$ cat config.mk
export PLATFORM = sky130hd
export DESIGN_NAME = oct_code_capture_fifo_flat
export DESIGN_NICKNAME = d
export VERILOG_FILES = /design/src/rtl/oct_code_capture_fifo_pkg.sv /design/src/rtl/oct_code_capture_fifo_if.sv /design/src/rtl/oct_code_event_detect.sv /design/src/rtl/oct_code_capture_fifo.sv /design/src/flat_wrapper.sv
export SDC_FILE = /design/constraint.sdc
export NUM_CORES = 1
export LEC_CHECK = 0
export ABC_AREA = 1
export BUFFER_PORTS_ARGS = -buffer_cell sky130_fd_sc_hd__buf_2
export CAP_MARGIN = 15
export CORE_AREA = 4 4 57 59
export CTS_CLUSTER_SIZE = 12
export DETAILED_ROUTE_END_ITERATION = 8
export DIE_AREA = 0 0 61 63
export MAX_ROUTING_LAYER = met4
export PLACE_DENSITY = 0.68
export SLEW_MARGIN = 20
export SYNTH_ARGS = -nofsm -noshare
export SYNTH_HDL_FRONTEND = slang
export SYNTH_HIERARCHICAL = 1
export SYNTH_SLANG_ARGS = --single-unit
$ cat constraint.sdc
create_clock -name clk -period 2.4 [get_ports clk]
set_input_delay 0.48 -clock clk [delete_from_list [all_inputs] [get_ports clk]]
set_output_delay 0.48 -clock clk [all_outputs]
set_load 0.01 [all_outputs]
$ cat src/rtl/oct_code_capture_fifo_pkg.sv
// Shared definitions for the octal code capture FIFO.
// Optional stability filter: OCT_CAPTURE_STABLE_FILTER_EN.
package oct_code_capture_fifo_pkg;

  localparam int unsigned CODE_W        = 3;
  localparam int unsigned DEPTH_DEFAULT = 4;

  // Event-detect filter states (used only with the stability filter).
  typedef enum logic [1:0] {
    IDLE,
    SETTLING,
    EMITTED
  } detect_state_t;

endpackage

$ cat src/rtl/oct_code_capture_fifo_if.sv
// Handshake bundle between the capture FIFO and its encoder/consumer.
// Optional stability filter: OCT_CAPTURE_STABLE_FILTER_EN (no effect here).
interface oct_code_capture_fifo_if
  import oct_code_capture_fifo_pkg::*;
#(
  parameter int unsigned PTR_W = 2
);

  logic              Valid_in;
  logic [CODE_W-1:0] Bin_in;
  logic              Out_ready;
  logic              Clear_ovf;
  logic              Out_valid;
  logic [CODE_W-1:0] Out_code;
  logic [PTR_W:0]    Count;
  logic              Full;
  logic              Overflow;

  modport master (
    output Valid_in, Bin_in, Out_ready, Clear_ovf,
    input  Out_valid, Out_code, Count, Full, Overflow
  );

  modport slave (
    input  Valid_in, Bin_in, Out_ready, Clear_ovf,
    output Out_valid, Out_code, Count, Full, Overflow
  );

endinterface

$ cat src/rtl/oct_code_event_detect.sv
// Input stage and change detector: turns encoder Valid/Bin into one-shot events.
// Optional stability filter: OCT_CAPTURE_STABLE_FILTER_EN.
module oct_code_event_detect
  import oct_code_capture_fifo_pkg::*;
`ifdef OCT_CAPTURE_STABLE_FILTER_EN
#(
  parameter int unsigned STABLE_CYCLES = 3
)
`endif
(
  input  logic              clk,
  input  logic              rst_n,
  input  logic              valid_in,
  input  logic [CODE_W-1:0] bin_in,
  output logic              evt,
  output logic [CODE_W-1:0] code
);

  logic              vq;
  logic              vp;
  logic [CODE_W-1:0] bq;
  logic [CODE_W-1:0] bp;

  // Register the encoder outputs and keep the previous sample alongside.
  always_ff @(posedge clk) begin
    if (!rst_n) begin
      vq <= 1'b0;
      vp <= 1'b0;
      bq <= '0;
      bp <= '0;
    end else begin
      vq <= valid_in;
      vp <= vq;
      bq <= bin_in;
      bp <= bq;
    end
  end

`ifdef OCT_CAPTURE_STABLE_FILTER_EN

  localparam int unsigned       CNT_W   = (STABLE_CYCLES > 1) ? $clog2(STABLE_CYCLES) : 1;
  localparam logic [CNT_W-1:0]  CNT_MAX = CNT_W'(STABLE_CYCLES - 1);

  detect_state_t     state;
  detect_state_t     state_nxt;
  logic [CNT_W-1:0]  cnt;
  logic              changed;
  logic              hit;
  logic              have_last;
  logic [CODE_W-1:0] last_code;

  // Change of the registered pair and the "stable long enough" condition.
  always_comb begin
    changed = (vq != vp) || (bq != bp);
    hit     = !changed && (cnt == CNT_MAX) && vq;
  end

  // Saturating stability counter, restarted on any change of {Vq,Bq}.
  always_ff @(posedge clk) begin
    if (!rst_n) begin
      cnt <= '0;
    end else if (changed) begin
      cnt <= '0;
    end else if (cnt != CNT_MAX) begin
      cnt <= cnt + 1'b1;
    end
  end

  // State register.
  always_ff @(posedge clk) begin
    if (!rst_n) begin
      state <= IDLE;
    end else begin
      state <= state_nxt;
    end
  end

  // Next state: any change restarts settling; a settled code is consumed once.
  always_comb begin
    state_nxt = state;
    if (changed) begin
      state_nxt = vq ? SETTLING : IDLE;
    end else if ((state == SETTLING) && hit) begin
      state_nxt = EMITTED;
    end
  end

  // Outputs: emit only if the settled code is new or Valid dropped since the last one.
  always_comb begin
    evt  = (state == SETTLING) && hit && (!have_last || (bq != last_code));
    code = bq;
  end

  // Remember the last emitted code; a low Valid forgets it.
  always_ff @(posedge clk) begin
    if (!rst_n) begin
      have_last <= 1'b0;
      last_code <= '0;
    end else if (!vq) begin
      have_last <= 1'b0;
    end else if (evt) begin
      have_last <= 1'b1;
      last_code <= bq;
    end
  end

`else

  // Rising Valid, or a code change while Valid stays high.
  always_comb begin
    evt  = vq & (~vp | (bq != bp));
    code = bq;
  end

`endif

endmodule

$ cat src/rtl/oct_code_capture_fifo.sv
// Captures encoder codes as events into a small show-ahead FIFO with sticky overflow.
// Optional stability filter: OCT_CAPTURE_STABLE_FILTER_EN.
module oct_code_capture_fifo
  import oct_code_capture_fifo_pkg::*;
#(
  parameter int unsigned DEPTH         = DEPTH_DEFAULT,
  parameter int unsigned PTR_W         = 2,
  parameter int unsigned STABLE_CYCLES = 3
)
(
  input logic                     clk,
  input logic                     rst_n,
  oct_code_capture_fifo_if.slave  bus
);

  if ((DEPTH != (1 << PTR_W)) || (DEPTH < 2) || (DEPTH > 16) || (STABLE_CYCLES < 1)) begin : g_param_err
    $error("oct_code_capture_fifo: inconsistent DEPTH/PTR_W/STABLE_CYCLES");
  end

  localparam logic [PTR_W:0] DEPTH_C = (PTR_W + 1)'(DEPTH);

  logic              evt;
  logic [CODE_W-1:0] evt_code;

  logic [CODE_W-1:0] mem [DEPTH];
  logic [PTR_W-1:0]  wr_ptr;
  logic [PTR_W-1:0]  rd_ptr;
  logic [PTR_W:0]    count;
  logic              ovf;
  logic              full;
  logic              empty;
  logic              pop;
  logic              push;
  logic              drop;

`ifdef OCT_CAPTURE_STABLE_FILTER_EN
  oct_code_event_detect #(
    .STABLE_CYCLES (STABLE_CYCLES)
  ) u_detect (
    .clk      (clk),
    .rst_n    (rst_n),
    .valid_in (bus.Valid_in),
    .bin_in   (bus.Bin_in),
    .evt      (evt),
    .code     (evt_code)
  );
`else
  oct_code_event_detect u_detect (
    .clk      (clk),
    .rst_n    (rst_n),
    .valid_in (bus.Valid_in),
    .bin_in   (bus.Bin_in),
    .evt      (evt),
    .code     (evt_code)
  );
`endif

  // Handshake decode; a pop at Full frees the slot the same-cycle push needs.
  always_comb begin
    full  = (count == DEPTH_C);
    empty = (count == '0);
    pop   = !empty && bus.Out_ready;
    push  = evt && (!full || pop);
    drop  = evt && full && !pop;
  end

  // Storage; cleared on reset so the show-ahead head reads zero.
  always_ff @(posedge clk) begin
    if (!rst_n) begin
      for (int unsigned i = 0; i < DEPTH; i++) begin
        mem[i] <= '0;
      end
    end else if (push) begin
      mem[wr_ptr] <= evt_code;
    end
  end

  // Pointers and occupancy; Count is kept independently of the pointers.
  always_ff @(posedge clk) begin
    if (!rst_n) begin
      wr_ptr <= '0;
      rd_ptr <= '0;
      count  <= '0;
    end else begin
      if (push) begin
        wr_ptr <= wr_ptr + 1'b1;
      end
      if (pop) begin
        rd_ptr <= rd_ptr + 1'b1;
      end
      case ({push, pop})
        2'b10:   count <= count + 1'b1;
        2'b01:   count <= count - 1'b1;
        default: count <= count;
      endcase
    end
  end

  // Sticky overflow; a drop in the same cycle as a clear wins.
  always_ff @(posedge clk) begin
    if (!rst_n) begin
      ovf <= 1'b0;
    end else if (drop) begin
      ovf <= 1'b1;
    end else if (bus.Clear_ovf) begin
      ovf <= 1'b0;
    end
  end

  // Output drive.
  always_comb begin
    bus.Out_valid = !empty;
    bus.Out_code  = mem[rd_ptr];
    bus.Count     = count;
    bus.Full      = full;
    bus.Overflow  = ovf;
  end

endmodule

$ cat src/flat_wrapper.sv
// flat-port wrapper written by rule: the top's interface ports become plain ports
module oct_code_capture_fifo_flat import oct_code_capture_fifo_pkg::*;
#(
  parameter int unsigned DEPTH         = DEPTH_DEFAULT,
  parameter int unsigned PTR_W         = 2,
  parameter int unsigned STABLE_CYCLES = 3
)
  (clk, rst_n, bus_Valid_in, bus_Bin_in, bus_Out_ready, bus_Clear_ovf, bus_Out_valid, bus_Out_code, bus_Count, bus_Full, bus_Overflow);
  oct_code_capture_fifo_if #(.PTR_W(PTR_W)) bus_i ();
  input logic clk;
  input logic rst_n;
  input wire logic [$bits(bus_i.Valid_in)-1:0] bus_Valid_in;
  input wire logic [$bits(bus_i.Bin_in)-1:0] bus_Bin_in;
  input wire logic [$bits(bus_i.Out_ready)-1:0] bus_Out_ready;
  input wire logic [$bits(bus_i.Clear_ovf)-1:0] bus_Clear_ovf;
  output wire logic [$bits(bus_i.Out_valid)-1:0] bus_Out_valid;
  output wire logic [$bits(bus_i.Out_code)-1:0] bus_Out_code;
  output wire logic [$bits(bus_i.Count)-1:0] bus_Count;
  output wire logic [$bits(bus_i.Full)-1:0] bus_Full;
  output wire logic [$bits(bus_i.Overflow)-1:0] bus_Overflow;
  assign bus_i.Valid_in = bus_Valid_in;
  assign bus_i.Bin_in = bus_Bin_in;
  assign bus_i.Out_ready = bus_Out_ready;
  assign bus_i.Clear_ovf = bus_Clear_ovf;
  assign bus_Out_valid = bus_i.Out_valid;
  assign bus_Out_code = bus_i.Out_code;
  assign bus_Count = bus_i.Count;
  assign bus_Full = bus_i.Full;
  assign bus_Overflow = bus_i.Overflow;
  oct_code_capture_fifo #(.DEPTH(DEPTH), .PTR_W(PTR_W), .STABLE_CYCLES(STABLE_CYCLES)) u_core (.clk(clk), .rst_n(rst_n), .bus(bus_i));
endmodule
==> After elaboration in Yosys (flattened, before gate mapping) <==
Memories as Yosys holds them, arrays and structs flattened. A register that Yosys moved wholly into a read port is not among the register bits.
Cells that the tools add are included.
{ "totals": {"reg_bits": 16, "mem_bits_rw": 12, "out_inout_bits": 9, "elab_cells": 44, "n_memories": 1} }
{ "memory_table": {"columns": ["memory", "words", "word_bits", "read_ports", "rd_clocked_by_memory_dff", "wr", "line_no", "source"], "rows": [
  ["u_core.mem", 4, 3, 1, 1, 4, "oct_code_capture_fifo.sv:25", "logic [CODE_W-1:0] mem [DEPTH];"]
]} }
{ "classes": {"add_sub_neg": 4, "eq_ne": 4, "n_mux": 12, "bitwise": 3, "n_reduce_logical": 12} }
{ "ops": {"columns": ["cell", "n"], "rows": [
  ["$mux W1", 7],
  ["$mux W2", 3],
  ["$pmux W3 S2", 1],
  ["$add A2 B1 Y2 const B", 2],
  ["$logic_and A1 B1 Y1", 4],
  ["$reduce_bool A2 Y1", 2],
  ["$add A3 B1 Y3 const B", 1],
  ["$eq A3 B3 Y1 const B", 1],
  ["$logic_not A1 Y1", 3],
  ["$logic_not A3 Y1", 1],
  ["$mux W3", 1],
  ["$ne A3 B3 Y1", 1],
  ["$reduce_or A3 Y1", 1],
  ["$sub A3 B1 Y3 const B", 1],
  ["$eq A2 B1 Y1 const B", 1],
  ["$eq A2 B2 Y1 const B", 1],
  ["$and A1 B1 Y1", 1],
  ["$logic_or A1 B1 Y1", 1],
  ["$not A1 Y1", 1],
  ["$or A1 B1 Y1", 1]
]} }

==> Longest topological paths before layout <==
Gate-level depths: netlist of the first run.
{ "logic_depth": {"depth_word": 10, "depth_mapped": 14, "ltp_nobuf": 14} }

==> Modules after synthesis <==
The synthesis of the first run kept the hierarchy.
{ "by_module_without_submodules": {"columns": ["mod", "n_inst", "cells_each", "area_each_um2", "seq_area_each_um2"], "rows": [
  ["oct_code_capture_fifo", 1, 115, 1033.5, 560.5],
  ["oct_code_event_detect", 1, 44, 299.0, 160.2]
]} }

==> Worst setup path after synthesis of the first run <==
Ideal clock, no wire load.
{ "synth_timing": {"path_kind": "register -> register", "startpoint": "register u_core.u_detect.bq[2] (netlist: u_core/u_detect/code[2])", "endpoint": "register u_core.count[1] (netlist: u_core/bus.Count[1])", "arrival_ps": 1698, "t_required_ps": 2336, "setup_slack_ps": 638, "path_stages_with_launch": 12, "synth_period_minus_slack_ps": 1762, "cell_sequence": "dfxtp_1 > inv_1 > nand2_1 > nand2_1 > nand2_1 > nor2_1 > nor2_1 > inv_1 > nand2_2 > fa_1 > a21boi_0 > nor2_1"} }
{ "synth_via": {"elab_chain_cells": 6, "word_cells_on_any_way": 8, "cone_classes": "3 x eq/ne; 1 x mux; 2 x bitwise; 2 x reduce/logical"} }
{ "synth_lines": {"columns": ["element", "line_no", "source"], "rows": [
  ["from (decl)", "oct_code_event_detect.sv:21", "logic [CODE_W-1:0] bq;"],
  ["from (signal assigned)", "oct_code_event_detect.sv:34", "bq <= bin_in;"],
  ["$ne A3 B3 Y1 (*)", "oct_code_event_detect.sv:111", "evt = vq & (~vp | (bq != bp));"],
  ["$or A1 B1 Y1 (*)", "oct_code_event_detect.sv:111", null],
  ["$and A1 B1 Y1 (*)", "oct_code_event_detect.sv:111", null],
  ["net u_core.evt", "oct_code_capture_fifo.sv:22", "logic evt;"],
  ["$logic_and A1 B1 Y1 (*)", "oct_code_capture_fifo.sv:63", "push = evt && (!full || pop);"],
  ["$eq A2 B1 Y1 / $eq A2 B2 Y1 (equally long branches)", "oct_code_capture_fifo.sv:91", "case ({push, pop})"],
  ["$pmux W3 S2 / $reduce_bool A2 Y1 (equally long branches)", null, null],
  ["to (signal assigned)", "oct_code_capture_fifo.sv:92", "2'b10: count <= count + 1'b1;"],
  ["to (signal assigned)", "oct_code_capture_fifo.sv:93", "2'b01: count <= count - 1'b1;"],
  ["to (signal assigned)", "oct_code_capture_fifo.sv:94", "default: count <= count;"],
  ["to (decl)", "oct_code_capture_fifo.sv:28", "logic [PTR_W:0] count;"]
]} }
Mark *: on every way through the listed nets, which the timed path passes. The rest lies on a longest branch.
A chain may end at the register's enable or synchronous reset.

==> Final worst setup path of the first run <==
{ "layout_timing": {"startpoint": "register u_core.u_detect.bq[2] (netlist: u_core/u_detect/code[2])", "endpoint": "register u_core.count[2] (netlist: u_core/bus.Count[2])"} }
Same word-level chain as after synthesis.

==> results of run 1 <==
## final cells by class
type	instances	area, um^2	area share
sequential	30	721	0.475
multi-input combinational	92	470	0.310
inverter	35	131	0.0866
timing repair buffer	18	95.1	0.0627
clock buffer	7	55.1	0.0363
tap	31	38.8	0.0256
clock inverter	1	5.00	0.00330
## logic make-up (layout without fill, tap and decap cells)
group                    after synthesis  count (layout)  share of synthesized area
flip-flops                            30              30                      0.541
AO/OA/AOI/OAI                         23              23                     0.0939
AND/OR/NAND/NOR                       68              68                      0.244
adder cells (fa/ha/maj)                1               1                     0.0150
buffers and inverters                 37              61                      0.106
## per-layer routing
metal | vias to the layer above | global-route usage | part of all wire
li1 | 548 | - | -
met5 | - | - | 0
met1 | 454 | 0.158 | 0.46
met2 | 18 | 0.221 | 0.47
met3 | 7 | 0.0372 | 0.043
met4 | 0 | 0.0732 | 0.023
## metrics by stage
stage / setup WS, ns / util
final: 0.490 / 0.560
after global routing: 0.244 / 0.560
after CTS: 0.483 / 0.560
after detailed placement: 0.491 / 0.537
after global placement: 0.527 / 0.537
after floorplan: 0.638 / -
## power by group through the flow
stage	Sequential, mW	Combinational, mW	Clock, mW
2_1_floorplan	0.620	0.193	0
6_report	0.608	0.277	0.307
4_1_cts	0.608	0.280	0.313
3_5_place_dp	0.620	0.278	0
5_1_grt	0.615	0.319	0.338
3_3_place_gp	0.618	0.273	0
## placed cells by master, fill, tap and decap left out
cell / Yosys / final
inv_1: 33 / 33
nand2_1: 26 / 26
nor2_1: 18 / 18
dfxtp_1: 18 / 18
buf_2: 2 / 16
edfxtp_1: 12 / 12
o21ai_0: 10 / 10
nand3_1: 8 / 8
a21oi_1: 7 / 7
nor3_1: 6 / 6
clkbuf_4: 0 / 5
nand2_2: 3 / 3
o22ai_1: 3 / 3
inv_2: 2 / 2
nand2_4: 2 / 2
nand4_1: 2 / 2
buf_4: 0 / 2
clkbuf_1: 0 / 1
clkbuf_8: 0 / 1
clkinv_2: 0 / 1
nor2_2: 1 / 1
a21oi_2: 1 / 1
nor2_8: 1 / 1
o21ai_1: 1 / 1
nand3_2: 1 / 1
a21boi_0: 1 / 1
fa_1: 1 / 1
## worst reg2reg max path, delay by kind of cell, from the launching register on
| kind | cells | cell delay, ns |
|---|---|---|
| DFF | 1 | 0.38 |
| adders and majority gates | 1 | 0.39 |
| and+or+nand+nor | 8 | 0.60 |
| buffers and inverters | 3 | 0.29 |
| AOI/OAI and AO/OA | 1 | 0.14 |
## flip-flops by register name, summed over array words and instances (netlist names), named ones only
name,count
u_core/bus.Count,3
u_core/bus.Overflow,1
u_core/mem,12
u_core/rd_ptr,2
u_core/u_detect/bp,3
u_core/u_detect/code,3
u_core/u_detect/vp,1
u_core/u_detect/vq,1
u_core/wr_ptr,2
## worst paths after layout
| path | start | to | slack [ns] | cells past startpoint |
|---|---|---|---|---|
| worst max-delay path | u_core/u_detect/code[2] | u_core/bus.Count[2] | 0.49 | 13 |
| worst min-delay path | bus_Bin_in[1] | u_core/u_detect/code[1] | 0.33 | 3 |
| worst max register to register | u_core/u_detect/code[2] | u_core/bus.Count[2] | 0.49 | 13 |
| worst min register to register | u_core/u_detect/vq | u_core/u_detect/vp | 0.44 | 2 |
==> metrics.txt, run 1 <==
post-place instance area 1460 um^2; slew margin rel. 0.705; Overall Power 1.19 mW; Pre-antenna DRT Iters 4; Reg clk slew, reported paths 0.09 ns; Non-Filler Instances 214; Die Span Y 63 um; RSZ-0062 raised after global routing false; H-tree Lvls 2; hold_buf cts 0; maximum vdd drop 0.000597 V; I/O pin cnt 17; DIE AREA 3840 um^2; CTS tree built; critical path type reg -> reg; Final ANT Viol Nets 0; Primary FF master, synth dfxtp_1; Die Span X 61 um; top-area cell type share of the netlist area 0.270; initial drt markers 33; Max stage delay cell, worst path fa_1; syn_nets 168; CTS buffer count 5; arrival time at the worst endpoint 2.13 ns; post-synthesis sequential area ratio 0.541; switching share of power 0.311; Post-synth ARST share 0; FMAX 524 MHz; GRT Overall Usage 0.140; Yosys cell types 22; Setup Skew 0.00594 ns; worst-path fanout max 6; Clock Sink Count 30; gr ovfl total 0; initial antenna violation count 0; vias in the first global route 962; Core Region 2710 um^2; # DRC 0; WP buf/inv 3; drt via density 4.80; switching power 0.371 mW; startpoint type of the worst setup path flip-flop; Worst Hold Slack 0.334 ns; clock tree root buffer cell clkbuf_4; nets@finish 191; Syn Area/Cell 8.38 um^2; flops & latches, synth 30; combinational share of power 0.232; max incr delay on CP 0.39 ns; top cells by area, synth dfxtp_1 (27%), edfxtp_1 (27%), inv_1 (9.3%); post-cts gate resize count 0; Int Pwr 0.820 mW; maxcap violations 0; Layout area overhead 13.8%; CP Cell Sequence nand2_1 -> nand2_1 -> nand2_1 -> nor2_1 -> nor2_1 -> buf_4 -> inv_1 -> nand2_2 -> fa_1 -> inv_1 -> nand4_1 -> a21oi_1 -> nor2_1; largest net degree at the start of global routing 19; top post-synthesis cells by count inv_1 (33), nand2_1 (26), dfxtp_1 (18), nor2_1 (18), edfxtp_1 (12); Hold Path Class in -> reg; Avg WL per Cell 10.5 um; TNS Setup 0 ns; Post-Synthesis Cells 159; Cell Area, Synth 1330 um^2; post-route cell area 1520 um^2; Power per Cell Area 785 nW/um^2; cell family with most CP delay simple AND/OR/NAND/NOR gates; total wire length 2240 um; clk_lat worst skew 0.32 ns; PortBufs 16; Filler cells 250; cell accounting for the most synthesized area dfxtp_1; Syn. warnings 6; initial core utilization 0.492; Leak Pwr 0.721 nW; min cycle time layout 1.91 ns; worst slew pin tran 0.438 ns; Clock Path Buffers 2; GPL Wtd Cong 0.808; Vias 1027; most common cell in the synthesized netlist inv_1; clock power share 0.257; status finished, final reports clean; Post-synth EDFFs 12; type of element capturing the critical path flip-flop; sequential share of power 0.510; dpl cells 206; setup bufs post-CTS 0; final setup fails 0; final hold violations 0; Max Slew Vio Count 0; WP data required 2.62 ns; fin crit share 0.796; diodes inserted 0; share of cells above drive strength 1 0.197; global-route wire length before repair 3930 um; Detail Placement HPWL 1710 um; number of cell rows 19
Note: power is estimated with default switching activity, not from simulation.
==> run 2: changes to the inputs <==
- PLACE_DENSITY: 0.68 -> 0.7
- clock period: 2.4 -> 1.6 ns (I/O delays scaled with it)
==> run 2 against run 1 <==
  * The flow now finishes with violations (setup timing)
  * Combinational power increased by 85%
  * Worst setup slack got worse by 0.55 ns
  * Critical path depth decreased by 2
  * Fmax increased by 15%
  * Largest cell class unchanged
==> metrics.txt, run 2 (same netlist as run 1, synthesis figures left out) <==
RSZ-0062 raised after global routing true; Leak Pwr 0.804 nW (+12%); GPL Wtd Cong 0.820 (+1.4%); critical path type reg -> reg; Setup Skew 0.0120 ns (+0.00605 ns); global-route wire length before repair 3820 um (-2.8%); nets@finish 206 (+7.9%); worst reg2reg startpoint u_core/u_detect/bp[2]; max incr delay on CP 0.42 ns (+0.03 ns); clock tree root buffer cell clkbuf_4; Detail Placement HPWL 1730 um (+1.2%); worst r2r dst u_core/bus.Count[1]; worst-path fanout max 3 (-3); WP buf/inv 2 (-1); highest routed layer met4; Clock Path Buffers 2 (unchanged); pre-CTS setup slack -0.105 ns (-0.596 ns); initial drt markers 43 (+30%); maxcap violations 0 (unchanged); Reg clk slew, reported paths 0.09 ns (about the same); arrival time at the worst endpoint 1.93 ns (-0.20 ns); hold_buf cts 0 (unchanged); Overall Power 1.84 mW (+54%); Multi-input gate area 562 um^2 (+19%); Max Slew Vio Count 0 (unchanged); drt via density 4.69 (-2.2%); min cycle time layout 1.66 ns (-0.251 ns); Reg area 728 um^2 (+1.0%); type of element capturing the critical path flip-flop; post-place instance area 1530 um^2 (+5.1%); Core Region 2710 um^2 (unchanged); gr ovfl total 0 (unchanged); TNS Setup -0.257 ns (-0.257 ns); WP data required 1.87 ns (-0.75 ns); initial core utilization 0.492 (unchanged); GRT Overall Usage 0.139 (-0.000960); FF-to-FF setup slack -0.06 ns (-0.55 ns); status complete, but fails checks; met1 WL 1040 um (+1.4%); setup slack after layout -0.0588 ns (-0.549 ns); worst slew pin tran 0.372 ns (-0.0664 ns); DIE AREA 3840 um^2 (unchanged); FMAX 603 MHz (+15%); number of flip-flops in the largest register 12 (unchanged); startpoint type of the worst setup path flip-flop; CP Launch Point u_core/u_detect/bp[2]; Pre-antenna DRT Iters 4 (unchanged); H-tree Lvls 2 (unchanged); Layout area overhead 30.3%; share of cells above drive strength 1 0.389 (+0.192); Die Span X 61 um (unchanged); I/O pin cnt 17 (unchanged); Vias 1075 (+4.7%); Worst Hold End u_core/u_detect/code[2]; commonest non-fill, non-tap cell in the layout inv_1; largest net degree at the start of global routing 19 (unchanged); CP Cell Sequence inv_2 -> nand2_2 -> nand2_1 -> nand2_1 -> nor2_1 -> nor2_2 -> inv_2 -> nand2_2 -> fa_2 -> a21boi_2 -> nor2_1; highest-count cells in the layout ignoring fill and taps inv_1 (27), nand2_1 (24), buf_2 (16), nor2_1 (16), buf_4 (15); initial antenna violation count 0 (unchanged); wire length on met2 1260 um (+19%); final hold violations 0 (unchanged); clk_lat worst skew 0.33 ns (about the same); Met3 Wirelength 114 um (+19%); Avg WL per Cell 10.8 um (+3.0%); cell family with most CP delay simple AND/OR/NAND/NOR gates; Final ANT Viol Nets 0 (unchanged); # DRC 0 (unchanged); Filler cells 238 (-4.8%); total wire length 2470 um (+10%); maximum vdd drop 0.000720 V (+21%); slew margin rel. 0.752 (+0.0470); violated checks setup timing; Hold Path Class in -> reg; PortBufs 16 (unchanged); fin util 0.641 (+0.0813); Hold Path Origin bus_Bin_in[2]; largest register by flop count u_core/mem; fin crit share 1.04 (+0.241); Power per Cell Area 1060 nW/um^2 (+35%); worst reg-to-reg path cell count 11 (-2); hold depth 3 (unchanged); number of cell rows 19 (unchanged); CTS buffer count 5 (unchanged); diodes inserted 0 (unchanged); Die Span Y 63 um (unchanged); final setup fails 5 (+5); vias in the first global route 974 (+1.2%); Clock Sink Count 30 (unchanged); post-route cell area 1740 um^2 (+15%); Max stage delay cell, worst path fa_2; CTS tree built
run 2: changes by cell type in the layout (fill, tap and decap cells not counted), sizes merged:
cell | before | now
clkinv | 1 | 2
buf | 18 | 33
clkbuf | 7 | 6
run 2: metrics by stage:
step | cells | hold WS [ns]
6_report | 229 | 0.181
5_1_grt | 229 | 0.174
4_1_cts | 227 | 0.160
3_5_place_dp | 215 | 0.432
3_3_place_gp | 215 | 0.416
2_1_floorplan | 159 | 0.407
run 2: cell type report:
cell class / count / area share
inverters: 35 / 0.0771
repair buffers: 33 / 0.129
clock buffers: 6 / 0.0238
clock inverters: 2 / 0.00504
flip-flops and latches: 30 / 0.419
well taps: 31 / 0.0223
multi-input cells: 92 / 0.323
run 2: how the worst max path moves through the flow:
stage	endpoint	slack, ns	cells past startpoint
floorplan	u_core/bus.Count[1]	-0.08	10
global placement	u_core/bus.Count[1]	-0.09	10
detailed placement	u_core/bus.Count[1]	-0.11	10
CTS	u_core/bus.Count[1]	-0.05	11
global route	u_core/bus.Count[2]	-0.20	12
finish	u_core/bus.Count[1]	-0.06	11
run 2: power by group:
| part | internal [mW] | switching, mW | leakage, nW |
|---|---|---|---|
| clock | 0.165 | 0.243 | 0.0297 |
| combinational | 0.217 | 0.294 | 0.499 |
| sequential | 0.863 | 0.0539 | 0.274 |
run 2: timing repair:
item	4_1_cts	5_1_grt
setup buffers	4	2
gates resized for setup	6	28
setup endpoints to repair	8	16
pin swaps	5	6
hold endpoints to repair	0	0
run 2: worst reg2reg max path: stages, from the launching register on:
cell      delay, ns
dfxtp_2        0.35
inv_2          0.04
nand2_2        0.05
nand2_1        0.06
nand2_1        0.06
nor2_1         0.04
nor2_2         0.19
inv_2          0.07
nand2_2        0.08
fa_2           0.42
a21boi_2       0.16
nor2_1         0.10
run 2: layer usage:
layer / track usage / vias to the layer above
li1: - / 577
met1: 0.152 / 467
met2: 0.215 / 24
met3: 0.0434 / 7
met4: 0.0813 / 0
met5: - / -
